File: config.mk
export PLATFORM = sky130hd
export DESIGN_NAME = ov7670_pxl_gen_flat
export DESIGN_NICKNAME = d
export VERILOG_FILES = /design/src/rtl/ov7670_pxl_gen_pkg.sv /design/src/rtl/ov7670_pxl_gen_if.sv /design/src/rtl/ov7670_pxl_gen_pattern.sv /design/src/rtl/ov7670_pxl_gen.sv /design/src/flat_wrapper.sv
export SDC_FILE = /design/constraint.sdc
export NUM_CORES = 1
export LEC_CHECK = 0
export BUFFER_PORTS_ARGS = -buffer_cell sky130_fd_sc_hd__buf_2
export CORE_MARGIN = 2
export CORE_UTILIZATION = 40
export CTS_BUF_LIST = sky130_fd_sc_hd__clkbuf_8
export CTS_CLUSTER_DIAMETER = 80
export DETAILED_ROUTE_END_ITERATION = 7
export SYNTH_ARGS = -nofsm -noshare
export SYNTH_HDL_FRONTEND = slang
export SYNTH_SLANG_ARGS = --single-unit
File: constraint.sdc
create_clock -name clk -period 3.2 [get_ports clk]
set_input_delay 0.48 -clock clk [delete_from_list [all_inputs] [get_ports clk]]
set_output_delay 0.48 -clock clk [all_outputs]
set_load 0.05 [all_outputs]
File: src/rtl/ov7670_pxl_gen_pkg.sv
// ov7670_pxl_gen_pkg
//  Shared definitions for the OV7670 synthetic pixel stream generator:
//  FSM state encoding, the eight RGB565 colour-bar constants and a lookup
//  helper that maps a bar index to its colour.
package ov7670_pxl_gen_pkg;

    typedef enum logic [2:0] {
        ST_IDLE   = 3'd0,
        ST_VSYNC  = 3'd1,
        ST_VBACK  = 3'd2,
        ST_ACTIVE = 3'd3,
        ST_VFRONT = 3'd4
    } state_t;

    // Colour bars, left to right, RGB565
    localparam logic [15:0] BAR_WHITE   = 16'hFFFF;
    localparam logic [15:0] BAR_YELLOW  = 16'hFFE0;
    localparam logic [15:0] BAR_CYAN    = 16'h07FF;
    localparam logic [15:0] BAR_GREEN   = 16'h07E0;
    localparam logic [15:0] BAR_MAGENTA = 16'hF81F;
    localparam logic [15:0] BAR_RED     = 16'hF800;
    localparam logic [15:0] BAR_BLUE    = 16'h001F;
    localparam logic [15:0] BAR_BLACK   = 16'h0000;

    function automatic logic [15:0] bar_color(input logic [2:0] idx);
        logic [15:0] c;
        case (idx)
            3'd0:    c = BAR_WHITE;
            3'd1:    c = BAR_YELLOW;
            3'd2:    c = BAR_CYAN;
            3'd3:    c = BAR_GREEN;
            3'd4:    c = BAR_MAGENTA;
            3'd5:    c = BAR_RED;
            3'd6:    c = BAR_BLUE;
            default: c = BAR_BLACK;
        endcase
        return c;
    endfunction

endpackage

File: src/rtl/ov7670_pxl_gen_if.sv
// ov7670_pxl_gen_if
//  Camera-side bus of the pixel generator.
//  Control : en, rgbmode, testmode        (into the generator)
//  Stream  : pclk, vsync, href, data[7:0] (out of the generator)
//  Status  : frame_done, busy             (out of the generator)
//  master = the generator (sensor side), slave = the consumer / controller.
interface ov7670_pxl_gen_if;
    logic       en;
    logic       rgbmode;
    logic       testmode;
    logic       pclk;
    logic       vsync;
    logic       href;
    logic [7:0] data;
    logic       frame_done;
    logic       busy;

    modport master (
        input  en, rgbmode, testmode,
        output pclk, vsync, href, data, frame_done, busy
    );

    modport slave (
        output en, rgbmode, testmode,
        input  pclk, vsync, href, data, frame_done, busy
    );
endinterface

File: src/rtl/ov7670_pxl_gen_pattern.sv
// ov7670_pxl_gen_pattern
//  Combinational pixel source: produces the RGB565 value of one pixel.
//  Ports:
//   i_col       in  5   column, low bits (ramp red)
//   i_row       in  6   row, low bits (ramp green)
//   i_frame_cnt in  5   frame counter, low bits (ramp blue)
//   i_testmode  in  1   0: colour bars, 1: ramp
//   i_bar_idx   in  3   colour bar index, tracked by a counter in the top
//   o_rgb       out 16  pixel {r5,g6,b5}
module ov7670_pxl_gen_pattern
    import ov7670_pxl_gen_pkg::*;
(
    input  logic [4:0]  i_col,
    input  logic [5:0]  i_row,
    input  logic [4:0]  i_frame_cnt,
    input  logic        i_testmode,
    input  logic [2:0]  i_bar_idx,
    output logic [15:0] o_rgb
);

    always_comb begin
        o_rgb = bar_color(i_bar_idx);
        if (i_testmode) begin
            o_rgb = {i_col, i_row, i_frame_cnt};
        end
    end

endmodule

File: src/rtl/ov7670_pxl_gen.sv
// ov7670_pxl_gen
//  OV7670-style pixel stream transmitter with synthetic content (colour bars
//  or ramp) in RGB565 or YUV422 byte order, for looping into a capture block.
//  Ports:
//   clk  in  system clock
//   rst  in  asynchronous reset, active-high
//   cam  ov7670_pxl_gen_if.master: en/rgbmode/testmode in;
//        pclk/vsync/href/data/frame_done/busy out
//  Optional build macro: PXLGEN_FRAME_STAMP_EN -- pixel (0,0) carries the
//  16-bit frame counter (high byte first) instead of the pattern.
//  The vsync/vback/vfront line counts are expected to be >= 1.
//  All stream outputs are registered and change only on the tick (the clk
//  edge where pclk falls), so a consumer samples them on pclk rising.
module ov7670_pxl_gen
    import ov7670_pxl_gen_pkg::*;
#(
    parameter int c_img_cols     = 120,
    parameter int c_img_rows     = 90,
    parameter int c_hblank       = 16,
    parameter int c_vsync_lines  = 3,
    parameter int c_vback_lines  = 2,
    parameter int c_vfront_lines = 2,
    parameter int c_pclk_div     = 2
)
(
    input  logic clk,
    input  logic rst,
    ov7670_pxl_gen_if.master cam
);

    localparam int L     = 2 * c_img_cols + c_hblank;
    localparam int DW    = $clog2(c_pclk_div);
    localparam int HW    = $clog2(L);
    localparam int VW    = $clog2(c_img_rows + c_vsync_lines + c_vback_lines + c_vfront_lines + 1);
    localparam int BAR_W = c_img_cols / 8;
    localparam int BW    = $clog2(BAR_W + 1);

    localparam logic [DW-1:0] DIV_LAST    = DW'(c_pclk_div - 1);
    localparam logic [DW-1:0] DIV_HALF    = DW'(c_pclk_div / 2);
    localparam logic [HW-1:0] H_LAST      = HW'(L - 1);
    localparam logic [HW-1:0] H_ACT       = HW'(2 * c_img_cols);
    localparam logic [VW-1:0] VSYNC_LAST  = VW'(c_vsync_lines - 1);
    localparam logic [VW-1:0] VBACK_LAST  = VW'(c_vback_lines - 1);
    localparam logic [VW-1:0] ROW_LAST    = VW'(c_img_rows - 1);
    localparam logic [VW-1:0] VFRONT_LAST = VW'(c_vfront_lines - 1);
    localparam logic [BW-1:0] BAR_LAST    = BW'(BAR_W - 1);

    // pclk divider
    logic [DW-1:0] r_div_reg, w_div_next;
    logic          r_pclk_reg;
    logic          w_tick;

    assign w_tick     = (r_div_reg == DIV_LAST);
    assign w_div_next = w_tick ? '0 : r_div_reg + DW'(1);

    always_ff @(posedge clk or posedge rst) begin
        if (rst) begin
            r_div_reg  <= '0;
            r_pclk_reg <= 1'b0;
        end else begin
            r_div_reg  <= w_div_next;
            r_pclk_reg <= (w_div_next >= DIV_HALF);
        end
    end

    // Frame FSM and position counters. hcnt counts ticks inside a line in
    // every non-idle state; vcnt counts lines inside the current phase
    // (in ACTIVE it is the row number).
    state_t        r_state_reg, w_state_next;
    logic [HW-1:0] r_hcnt_reg, w_hcnt_next;
    logic [VW-1:0] r_vcnt_reg, w_vcnt_next;
    logic          w_line_end;
    logic          w_start;
    logic          w_frame_end;

    always_ff @(posedge clk or posedge rst) begin
        if (rst) begin
            r_state_reg <= ST_IDLE;
        end else if (w_tick) begin
            r_state_reg <= w_state_next;
        end
    end

    always_comb begin
        w_state_next = r_state_reg;
        w_hcnt_next  = r_hcnt_reg;
        w_vcnt_next  = r_vcnt_reg;
        w_start      = 1'b0;
        w_frame_end  = 1'b0;
        w_line_end   = (r_hcnt_reg == H_LAST);

        if (r_state_reg != ST_IDLE) begin
            w_hcnt_next = w_line_end ? '0 : r_hcnt_reg + HW'(1);
        end

        unique case (r_state_reg)
            ST_IDLE: begin
                if (cam.en) begin
                    w_state_next = ST_VSYNC;
                    w_hcnt_next  = '0;
                    w_vcnt_next  = '0;
                    w_start      = 1'b1;
                end
            end
            ST_VSYNC: begin
                if (w_line_end) begin
                    if (r_vcnt_reg == VSYNC_LAST) begin
                        w_state_next = ST_VBACK;
                        w_vcnt_next  = '0;
                    end else begin
                        w_vcnt_next = r_vcnt_reg + VW'(1);
                    end
                end
            end
            ST_VBACK: begin
                if (w_line_end) begin
                    if (r_vcnt_reg == VBACK_LAST) begin
                        w_state_next = ST_ACTIVE;
                        w_vcnt_next  = '0;
                    end else begin
                        w_vcnt_next = r_vcnt_reg + VW'(1);
                    end
                end
            end
            ST_ACTIVE: begin
                if (w_line_end) begin
                    if (r_vcnt_reg == ROW_LAST) begin
                        w_state_next = ST_VFRONT;
                        w_vcnt_next  = '0;
                    end else begin
                        w_vcnt_next = r_vcnt_reg + VW'(1);
                    end
                end
            end
            ST_VFRONT: begin
                if (w_line_end && (r_vcnt_reg == VFRONT_LAST)) begin
                    w_frame_end = 1'b1;
                    w_vcnt_next = '0;
                    // en is only sampled here, so dropping it mid-frame
                    // always lets the current frame finish.
                    if (cam.en) begin
                        w_state_next = ST_VSYNC;
                        w_start      = 1'b1;
                    end else begin
                        w_state_next = ST_IDLE;
                    end
                end else if (w_line_end) begin
                    w_vcnt_next = r_vcnt_reg + VW'(1);
                end
            end
            default: begin
                w_state_next = ST_IDLE;
                w_hcnt_next  = '0;
                w_vcnt_next  = '0;
            end
        endcase
    end

    // Colour-bar position: a per-pixel counter replaces c/(cols/8).
    // Bar registers describe the pixel shown in the coming pclk period.
    logic [BW-1:0] r_bar_cnt_reg, w_bar_cnt_next;
    logic [2:0]    r_bar_idx_reg, w_bar_idx_next;

    always_comb begin
        w_bar_cnt_next = r_bar_cnt_reg;
        w_bar_idx_next = r_bar_idx_reg;
        if (w_hcnt_next == '0) begin
            w_bar_cnt_next = '0;
            w_bar_idx_next = '0;
        end else if (!w_hcnt_next[0]) begin
            // even byte index = first byte of a new pixel
            if (r_bar_cnt_reg == BAR_LAST) begin
                w_bar_cnt_next = '0;
                w_bar_idx_next = r_bar_idx_reg + 3'd1;
            end else begin
                w_bar_cnt_next = r_bar_cnt_reg + BW'(1);
            end
        end
    end

    // Mode latches, frame counter and registered outputs
    logic        r_rgbmode_reg, r_testmode_reg;
    logic [15:0] r_frame_cnt_reg;
    logic        r_vsync_reg, r_href_reg, r_busy_reg, r_frame_done_reg;
    logic [7:0]  r_data_reg;
    logic        w_href_next;
    logic [7:0]  w_data_next;
    logic [15:0] w_rgb;

    ov7670_pxl_gen_pattern u_pattern (
        .i_col       (5'(w_hcnt_next >> 1)),
        .i_row       (6'(w_vcnt_next)),
        .i_frame_cnt (r_frame_cnt_reg[4:0]),
        .i_testmode  (r_testmode_reg),
        .i_bar_idx   (w_bar_idx_next),
        .o_rgb       (w_rgb)
    );

    always_comb begin
        w_href_next = (w_state_next == ST_ACTIVE) && (w_hcnt_next < H_ACT);
        w_data_next = 8'h00;
        if (w_href_next) begin
            if (!w_hcnt_next[0]) begin
                w_data_next = r_rgbmode_reg ? w_rgb[15:8] : {w_rgb[10:5], 2'b00};
            end else begin
                w_data_next = r_rgbmode_reg ? w_rgb[7:0] : 8'h80;
            end
`ifdef PXLGEN_FRAME_STAMP_EN
            if ((w_vcnt_next == '0) && ((w_hcnt_next >> 1) == '0)) begin
                w_data_next = w_hcnt_next[0] ? r_frame_cnt_reg[7:0] : r_frame_cnt_reg[15:8];
            end
`else
`endif
        end
    end

    always_ff @(posedge clk or posedge rst) begin
        if (rst) begin
            r_hcnt_reg       <= '0;
            r_vcnt_reg       <= '0;
            r_bar_cnt_reg    <= '0;
            r_bar_idx_reg    <= '0;
            r_rgbmode_reg    <= 1'b0;
            r_testmode_reg   <= 1'b0;
            r_frame_cnt_reg  <= '0;
            r_vsync_reg      <= 1'b0;
            r_href_reg       <= 1'b0;
            r_data_reg       <= 8'h00;
            r_busy_reg       <= 1'b0;
            r_frame_done_reg <= 1'b0;
        end else begin
            r_frame_done_reg <= 1'b0;
            if (w_tick) begin
                r_hcnt_reg       <= w_hcnt_next;
                r_vcnt_reg       <= w_vcnt_next;
                r_bar_cnt_reg    <= w_bar_cnt_next;
                r_bar_idx_reg    <= w_bar_idx_next;
                r_vsync_reg      <= (w_state_next == ST_VSYNC);
                r_href_reg       <= w_href_next;
                r_data_reg       <= w_data_next;
                r_busy_reg       <= (w_state_next != ST_IDLE);
                r_frame_done_reg <= w_frame_end;
                if (w_frame_end) begin
                    r_frame_cnt_reg <= r_frame_cnt_reg + 16'd1;
                end
                // modes are frozen for the whole frame
                if (w_start) begin
                    r_rgbmode_reg  <= cam.rgbmode;
                    r_testmode_reg <= cam.testmode;
                end
            end
        end
    end

    assign cam.pclk       = r_pclk_reg;
    assign cam.vsync      = r_vsync_reg;
    assign cam.href       = r_href_reg;
    assign cam.data       = r_data_reg;
    assign cam.frame_done = r_frame_done_reg;
    assign cam.busy       = r_busy_reg;

endmodule

File: src/flat_wrapper.sv
// flat-port wrapper written by rule: the top's interface ports become plain ports
module ov7670_pxl_gen_flat import ov7670_pxl_gen_pkg::*;
#(
    parameter int c_img_cols     = 120,
    parameter int c_img_rows     = 90,
    parameter int c_hblank       = 16,
    parameter int c_vsync_lines  = 3,
    parameter int c_vback_lines  = 2,
    parameter int c_vfront_lines = 2,
    parameter int c_pclk_div     = 2
)
  (clk, rst, cam_en, cam_rgbmode, cam_testmode, cam_pclk, cam_vsync, cam_href, cam_data, cam_frame_done, cam_busy);
  ov7670_pxl_gen_if cam_i ();
  input  logic clk;
  input  logic rst;
  input wire logic [$bits(cam_i.en)-1:0] cam_en;
  input wire logic [$bits(cam_i.rgbmode)-1:0] cam_rgbmode;
  input wire logic [$bits(cam_i.testmode)-1:0] cam_testmode;
  output wire logic [$bits(cam_i.pclk)-1:0] cam_pclk;
  output wire logic [$bits(cam_i.vsync)-1:0] cam_vsync;
  output wire logic [$bits(cam_i.href)-1:0] cam_href;
  output wire logic [$bits(cam_i.data)-1:0] cam_data;
  output wire logic [$bits(cam_i.frame_done)-1:0] cam_frame_done;
  output wire logic [$bits(cam_i.busy)-1:0] cam_busy;
  assign cam_i.en = cam_en;
  assign cam_i.rgbmode = cam_rgbmode;
  assign cam_i.testmode = cam_testmode;
  assign cam_pclk = cam_i.pclk;
  assign cam_vsync = cam_i.vsync;
  assign cam_href = cam_i.href;
  assign cam_data = cam_i.data;
  assign cam_frame_done = cam_i.frame_done;
  assign cam_busy = cam_i.busy;
  ov7670_pxl_gen #(.c_img_cols(c_img_cols), .c_img_rows(c_img_rows), .c_hblank(c_hblank), .c_vsync_lines(c_vsync_lines), .c_vback_lines(c_vback_lines), .c_vfront_lines(c_vfront_lines), .c_pclk_div(c_pclk_div)) u_core (.clk(clk), .rst(rst), .cam(cam_i));
endmodule
==> results.sh, run 1 <==
export IMPL_stdcell_count=476
export IMPL_tightest_slew_ns=0.981
export IMPL_fin_skew_ns=0.00962
export IMPL_yosys_area_top_type_share_pct=36.6
export IMPL_coreArea_um2=7330
export IMPL_yosysMostFrequentCell="dfrtp_1"
export IMPL_initial_core_util_pct=41.9
export IMPL_reg2reg_depth=9
export IMPL_yosysWarnings=0
export IMPL_endpoint_kind="flip-flop"
export IMPL_wirelength_mm=8.22
export IMPL_ir_worst_vdd_mv=0.193
export IMPL_max_slew_margin_rel_pct=34.5
export IMPL_worstSetupPathType="flip-flop to flip-flop"
export IMPL_netlist_instances=362
export IMPL_postSynthAreaPerCell_um2=8.49
export IMPL_synthArstFlopShare_pct=100
export IMPL_yosys_top_cells_count="dfrtp_1 (45), nand2_1 (44), o21ai_0 (25)"
export IMPL_chipHeight_um=91.7
export IMPL_tns_ns=0
export IMPL_fmax_mhz=343
export IMPL_portBuffers=17
export IMPL_ios=18
export IMPL_finalCritPeriodShare_pct=91.0
export IMPL_yosysTopAreaCell="dfrtp_1"
export IMPL_path_clk_slew_ns=0.10
export IMPL_grt_pass1_vias=2784
export IMPL_antenna_found_initial=0
export IMPL_r2r_end="u_core.cam.data[2]"
export IMPL_worstHoldPathType="input pin to asynchronous set/reset pin"
export IMPL_placedCellCount=468
export IMPL_ant_nets=0
export IMPL_synth_seq_cells=45
export IMPL_slew_viol_final=0
export IMPL_r2r_setup_slack_ns=0.29
export IMPL_fin_nets=389
export IMPL_dp_hpwl_mm=5.94
export IMPL_tritoncts="yes"
export IMPL_worst_setup_path_start_kind="flip-flop"
export IMPL_gp_congestion=0.842
export IMPL_timing_rr_start="u_core.r_hcnt_reg[1]"
export IMPL_synth_ff_type="dfrtp_1"
export IMPL_viasPerCell=6.04
export IMPL_drive_gt1_share_pct=15.9
export IMPL_clock_latency_ns=0.31
export IMPL_grtUsageTotal_pct=21.1
export IMPL_ctsResizeCount=0
export IMPL_p_leak_nw=1.42
export IMPL_power_density_nw_per_um2=308
export IMPL_startpoint="u_core.r_hcnt_reg[1]"
export IMPL_cts_root_buf="clkbuf_8"
export IMPL_syn_nets=375
export IMPL_drc=0
export IMPL_slowest_stage="a222oi_1"
export IMPL_dieArea_um2=8400
export IMPL_num_antenna_cells=0
export IMPL_finalHoldViolCount=0
export IMPL_netlist_area_um2=3070
export IMPL_grt_setup_unrepaired="no"
export IMPL_cts_max_path_buffers=2
export IMPL_synth_seq_area_share_pct=36.6
export IMPL_fin_crit_ns=2.91
export IMPL_outcome="finished clean"
export IMPL_gr_total_overflow=0
export IMPL_worstPathRequired_ns=3.38
export IMPL_ys_top_cells_by_area="dfrtp_1 (37%), nand2_1 (5.4%), o21ai_0 (4.1%)"
export IMPL_clock_sinks=45
export IMPL_rows=31
export IMPL_synth_edf_count=0
export IMPL_critPathBufInv=1
export IMPL_drv_cap=0
export IMPL_worstPathArrival_ns=3.10
export IMPL_drt_pre_antenna_iters=4
export IMPL_cts_max_level=2
export IMPL_cp_top_family="simple AND/OR/NAND/NOR gates"
export IMPL_fin_area_um2=3410
export IMPL_cts_buffers=5
export IMPL_setup_violations=0
export IMPL_cp_common_cell="nand2_1"
export IMPL_postCtsSetupRepairBufs=0
export IMPL_yosysUniqueCellTypes=62
export IMPL_crit_chain="ha_1 -> nand2_1 -> or3_1 -> buf_4 -> a21o_1 -> a222oi_1 -> nor3_4 -> nand2_1 -> a32oi_1"
export IMPL_vias=2877
export IMPL_postCtsHoldBufs=0
export IMPL_post_dp_cell_area_um2=3280
export IMPL_worstPathMaxFanout=11
export IMPL_routedWlPerCell_um=17.3
export IMPL_grt_pass1_wl_mm=14.2
export IMPL_max_stage_delay_ns=0.63
export IMPL_grt_max_degree=46
export IMPL_area_growth_pct=11.0
export IMPL_die_x_um=91.7
export IMPL_drt_iter0_markers=172
export IMPL_fin_hold_ws_ns=0.396
how the worst max path moves through the flow:
stage                                    end  slack [ns]  cells past startpoint
after floorplan           u_core.cam.data[0]        0.77                     10
after global placement    u_core.cam.data[2]        0.43                      8
after detailed placement  u_core.cam.data[2]        0.23                      8
after CTS                 u_core.cam.data[2]        0.22                      8
after global routing      u_core.cam.data[4]        0.01                      9
final                     u_core.cam.data[2]        0.29                      9
cell families after synthesis:
group	share of synthesized area, %
xor gates and xnor gates	3.42
DFF	36.6
muxes	1.79
and+or+nand+nor	21.5
AOI/OAI and AO/OA	27.1
buffers and inverters	6.27
adders and majority gates	3.26
placed cells by master, fill, tap and decap left out, types with 6 or more instances in the layout:
master	count
a21oi_1	18
dfrtp_1	45
nand2b_1	6
clkbuf_8	6
buf_4	16
inv_1	18
nor2_1	15
buf_2	17
xnor2_1	9
nand3_1	12
nand4_1	11
o21ai_0	25
ha_1	8
a31oi_1	8
nand2_1	44
o2111ai_1	6
nor3_1	10
o31ai_1	11
stage by stage:
step	total power, mW	worst slack, ns	utilization (%)
final	1.05	0.287	46.5
after global routing	1.08	0.0124	46.5
after CTS	1.06	0.224	46.4
after detailed placement	0.595	0.232	44.8
after global placement	0.595	0.428	44.8
after floorplan	0.588	0.769	-
layout make-up:
type / instances / area (um2)
inverters: 20 / 75.1
repair buffers: 33 / 205
clock inverters: 2 / 37.5
well taps: 99 / 124
flip-flops and latches: 45 / 1130
fillers: 713 / 3920
multi-input cells: 271 / 1760
clock buffers: 6 / 82.6
where the power goes:
part	switching, mW	internal, mW
Clock	0.215	0.254
Sequential	0	0.568
Combinational	0.0126	0.00201
Total	0.227	0.824
per-layer routing:
metal  vias to the layer above  GRT usage [%]  routed length (um)
li1                       1377              -                   -
met1                      1396           30.4                3920
met2                        92           32.8                3740
met3                        12           3.20                 430
met4                         0           5.81                 131
met5                         -              0                   0
Power figures use the tool's default switching activity.
==> run 2, diff against run 1 <==
Settings changed: CTS_CLUSTER_DIAMETER 80 to unset, HOLD_SLACK_MARGIN set to 0.15.
Clock period 3.2 ns to 3 ns, I/O delays scaled along.
==> run 2 against run 1 <==
  * Global-route usage decreased by 0.37 points
  * Hold slack got worse by 0.037 ns
  * Combinational power increased by 6%
  * Maximum frequency increased by 3.3%
  * Critical path type unchanged
  * Largest cell class unchanged
  * Largest power group unchanged
  * Highest routed layer unchanged
==> results.sh, run 2 (synthesis results as in run 1) <==
export IMPL_outcome="finished clean"
export IMPL_grtUsageMet3_pct=3.04
export IMPL_path_clk_slew_ns=0.09
export IMPL_post_dp_cell_area_um2=3320
export IMPL_fin_ws_ns=0.180
export IMPL_postCtsHoldBufs=0
export IMPL_p_sw_mw=0.248
export IMPL_gp_congestion=0.833
export IMPL_routedWlPerCell_um=17.2
export IMPL_worstPathArrival_ns=3.00
export IMPL_worstSetupPathType="flip-flop to flip-flop"
export IMPL_tns_ns=0
export IMPL_p_sw_share_pct=24.3
export IMPL_grt_met2_usage_pct=31.9
export IMPL_num_antenna_cells=0
export IMPL_portBuffers=17
export IMPL_drive_gt1_share_pct=17.5
export IMPL_met1_usage_pct=30.7
export IMPL_postCtsSetupRepairBufs=0
export IMPL_grt_setup_unrepaired="no"
export IMPL_timing_rr_start="u_core.r_hcnt_reg[1]"
export IMPL_slowest_stage="a222oi_1"
export IMPL_fin_area_um2=3430
export IMPL_dieArea_um2=8400
export IMPL_crit_cells=9
export IMPL_fmax_mhz=355
export IMPL_grtUsageTotal_pct=20.7
export IMPL_worstHoldPathType="input pin to asynchronous set/reset pin"
export IMPL_p_int_mw=0.774
export IMPL_drc=0
export IMPL_viasPerCell=6.01
export IMPL_fill_cells=718
export IMPL_endpoint_kind="flip-flop"
export IMPL_drt_iter0_markers=230
export IMPL_grt_pass1_wl_mm=14.1
export IMPL_grt_pass1_vias=2736
export IMPL_pwr_share_seq_pct=59.3
export IMPL_cp_common_cell="nand2_1"
export IMPL_comb_power_share_pct=1.5
export IMPL_drt_pre_antenna_iters=5
export IMPL_stdcell_count=481
export IMPL_ios=18
export IMPL_antenna_found_initial=0
export IMPL_cp_top_family="compound AO/OA/AOI/OAI gates"
export IMPL_max_stage_delay_ns=0.67
export IMPL_area_growth_pct=11.6
export IMPL_ir_worst_vdd_mv=0.156
export IMPL_critPathBufInv=1
export IMPL_tightest_slew_ns=0.966
export IMPL_fin_util_pct=46.8
export IMPL_cts_buffers=5
export IMPL_most_common_layout_cells="dfrtp_1 (45), nand2_1 (44), o21ai_0 (25)"
export IMPL_finalCritPeriodShare_pct=94.0
export IMPL_dp_slack_ns=0.192
export IMPL_drv_cap=0
export IMPL_rows=31
export IMPL_power_density_nw_per_um2=298
export IMPL_slew_viol_final=0
export IMPL_vias=2890
export IMPL_worst_setup_path_start_kind="flip-flop"
export IMPL_fin_nets=394
export IMPL_clock_latency_ns=0.30
export IMPL_cts_max_path_buffers=2
export IMPL_cts_root_buf="clkbuf_8"
export IMPL_ant_nets=0
export IMPL_p_leak_nw=1.43
export IMPL_r2r_end="u_core.cam.data[4]"
export IMPL_setup_violations=0
export IMPL_cts_max_level=2
export IMPL_fin_crit_ns=2.82
export IMPL_crit_chain="ha_1 -> nand2_1 -> or3_1 -> buf_4 -> a21o_1 -> a222oi_1 -> nor3_4 -> nand2_1 -> a32oi_1"
export IMPL_worstPathMaxFanout=11
export IMPL_r2r_setup_slack_ns=0.18
export IMPL_max_slew_margin_rel_pct=35.5
export IMPL_chipHeight_um=91.7
export IMPL_worstPathRequired_ns=3.18
export IMPL_clock_sinks=45
export IMPL_reg2reg_depth=9
export IMPL_coreArea_um2=7330
export IMPL_finalHoldViolCount=0
export IMPL_gr_total_overflow=0
export IMPL_dp_hpwl_mm=6.04
export IMPL_final_common_cell="dfrtp_1"
export IMPL_grt_max_degree=46
export IMPL_die_x_um=91.7
export IMPL_fin_hold_ws_ns=0.359
export IMPL_grt_busiest_layer="met2"
export IMPL_initial_core_util_pct=41.9
export IMPL_clkPwrFrac_pct=39.2
export IMPL_wirelength_mm=8.29
export IMPL_fin_skew_ns=0.00353
export IMPL_power_mw=1.02
export IMPL_placedCellCount=473
export IMPL_tritoncts="yes"
run 2: changes by cell type in the layout (fill, tap and decap cells not counted):
cell	delta
buf_4	+5
bufinv_16	-1
clkbuf_8	-1
clkinv_2	+1
inv_6	+1
nor4_1	-1
nor4_2	+1
o31ai_1	-1
o31ai_2	+1
run 2: metal layers:
layer / up-vias / share of wire (%)
li1: 1391 / -
met1: 1383 / 48
met2: 109 / 46
met3: 7 / 5.4
met4: 0 / 0.89
met5: - / 0
run 2: worst max path at each step:
stage | from | end | slack, ns
after floorplan | u_core.r_hcnt_reg[1] | u_core.cam.data[0] | 0.57
after global placement | u_core.r_hcnt_reg[1] | u_core.cam.data[2] | 0.29
after detailed placement | u_core.r_hcnt_reg[1] | u_core.cam.data[4] | 0.19
after CTS | u_core.r_hcnt_reg[1] | u_core.cam.data[4] | 0.17
after global routing | u_core.r_vcnt_reg[1] | u_core.cam.data[0] | 0.004
final | u_core.r_hcnt_reg[1] | u_core.cam.data[4] | 0.18
run 2: power by group through the flow:
stage                     combinational, mW  sequential, mW  clock (mW)
after floorplan                     0.00926           0.618           0
after global placement               0.0166           0.618           0
after detailed placement             0.0166           0.618           0
after CTS                            0.0166           0.606       0.405
after global routing                 0.0193           0.606       0.430
final                                0.0155           0.606       0.400
run 2: layout make-up:
class | instances | area (um2) | area share (%)
multi-input cells | 271 | 1770 | 51.7
flip-flops and latches | 45 | 1130 | 32.8
repair buffers | 38 | 243 | 7.08
well taps | 99 | 124 | 3.61
inverters | 20 | 75.1 | 2.19
clock buffers | 5 | 68.8 | 2.01
clock inverters | 3 | 21.3 | 0.620
run 2: repair_timing:
item	4_1_cts	5_1_grt
endpoints found under the setup margin	0	9
endpoints found under the hold margin	0	0
resized for setup	0	3
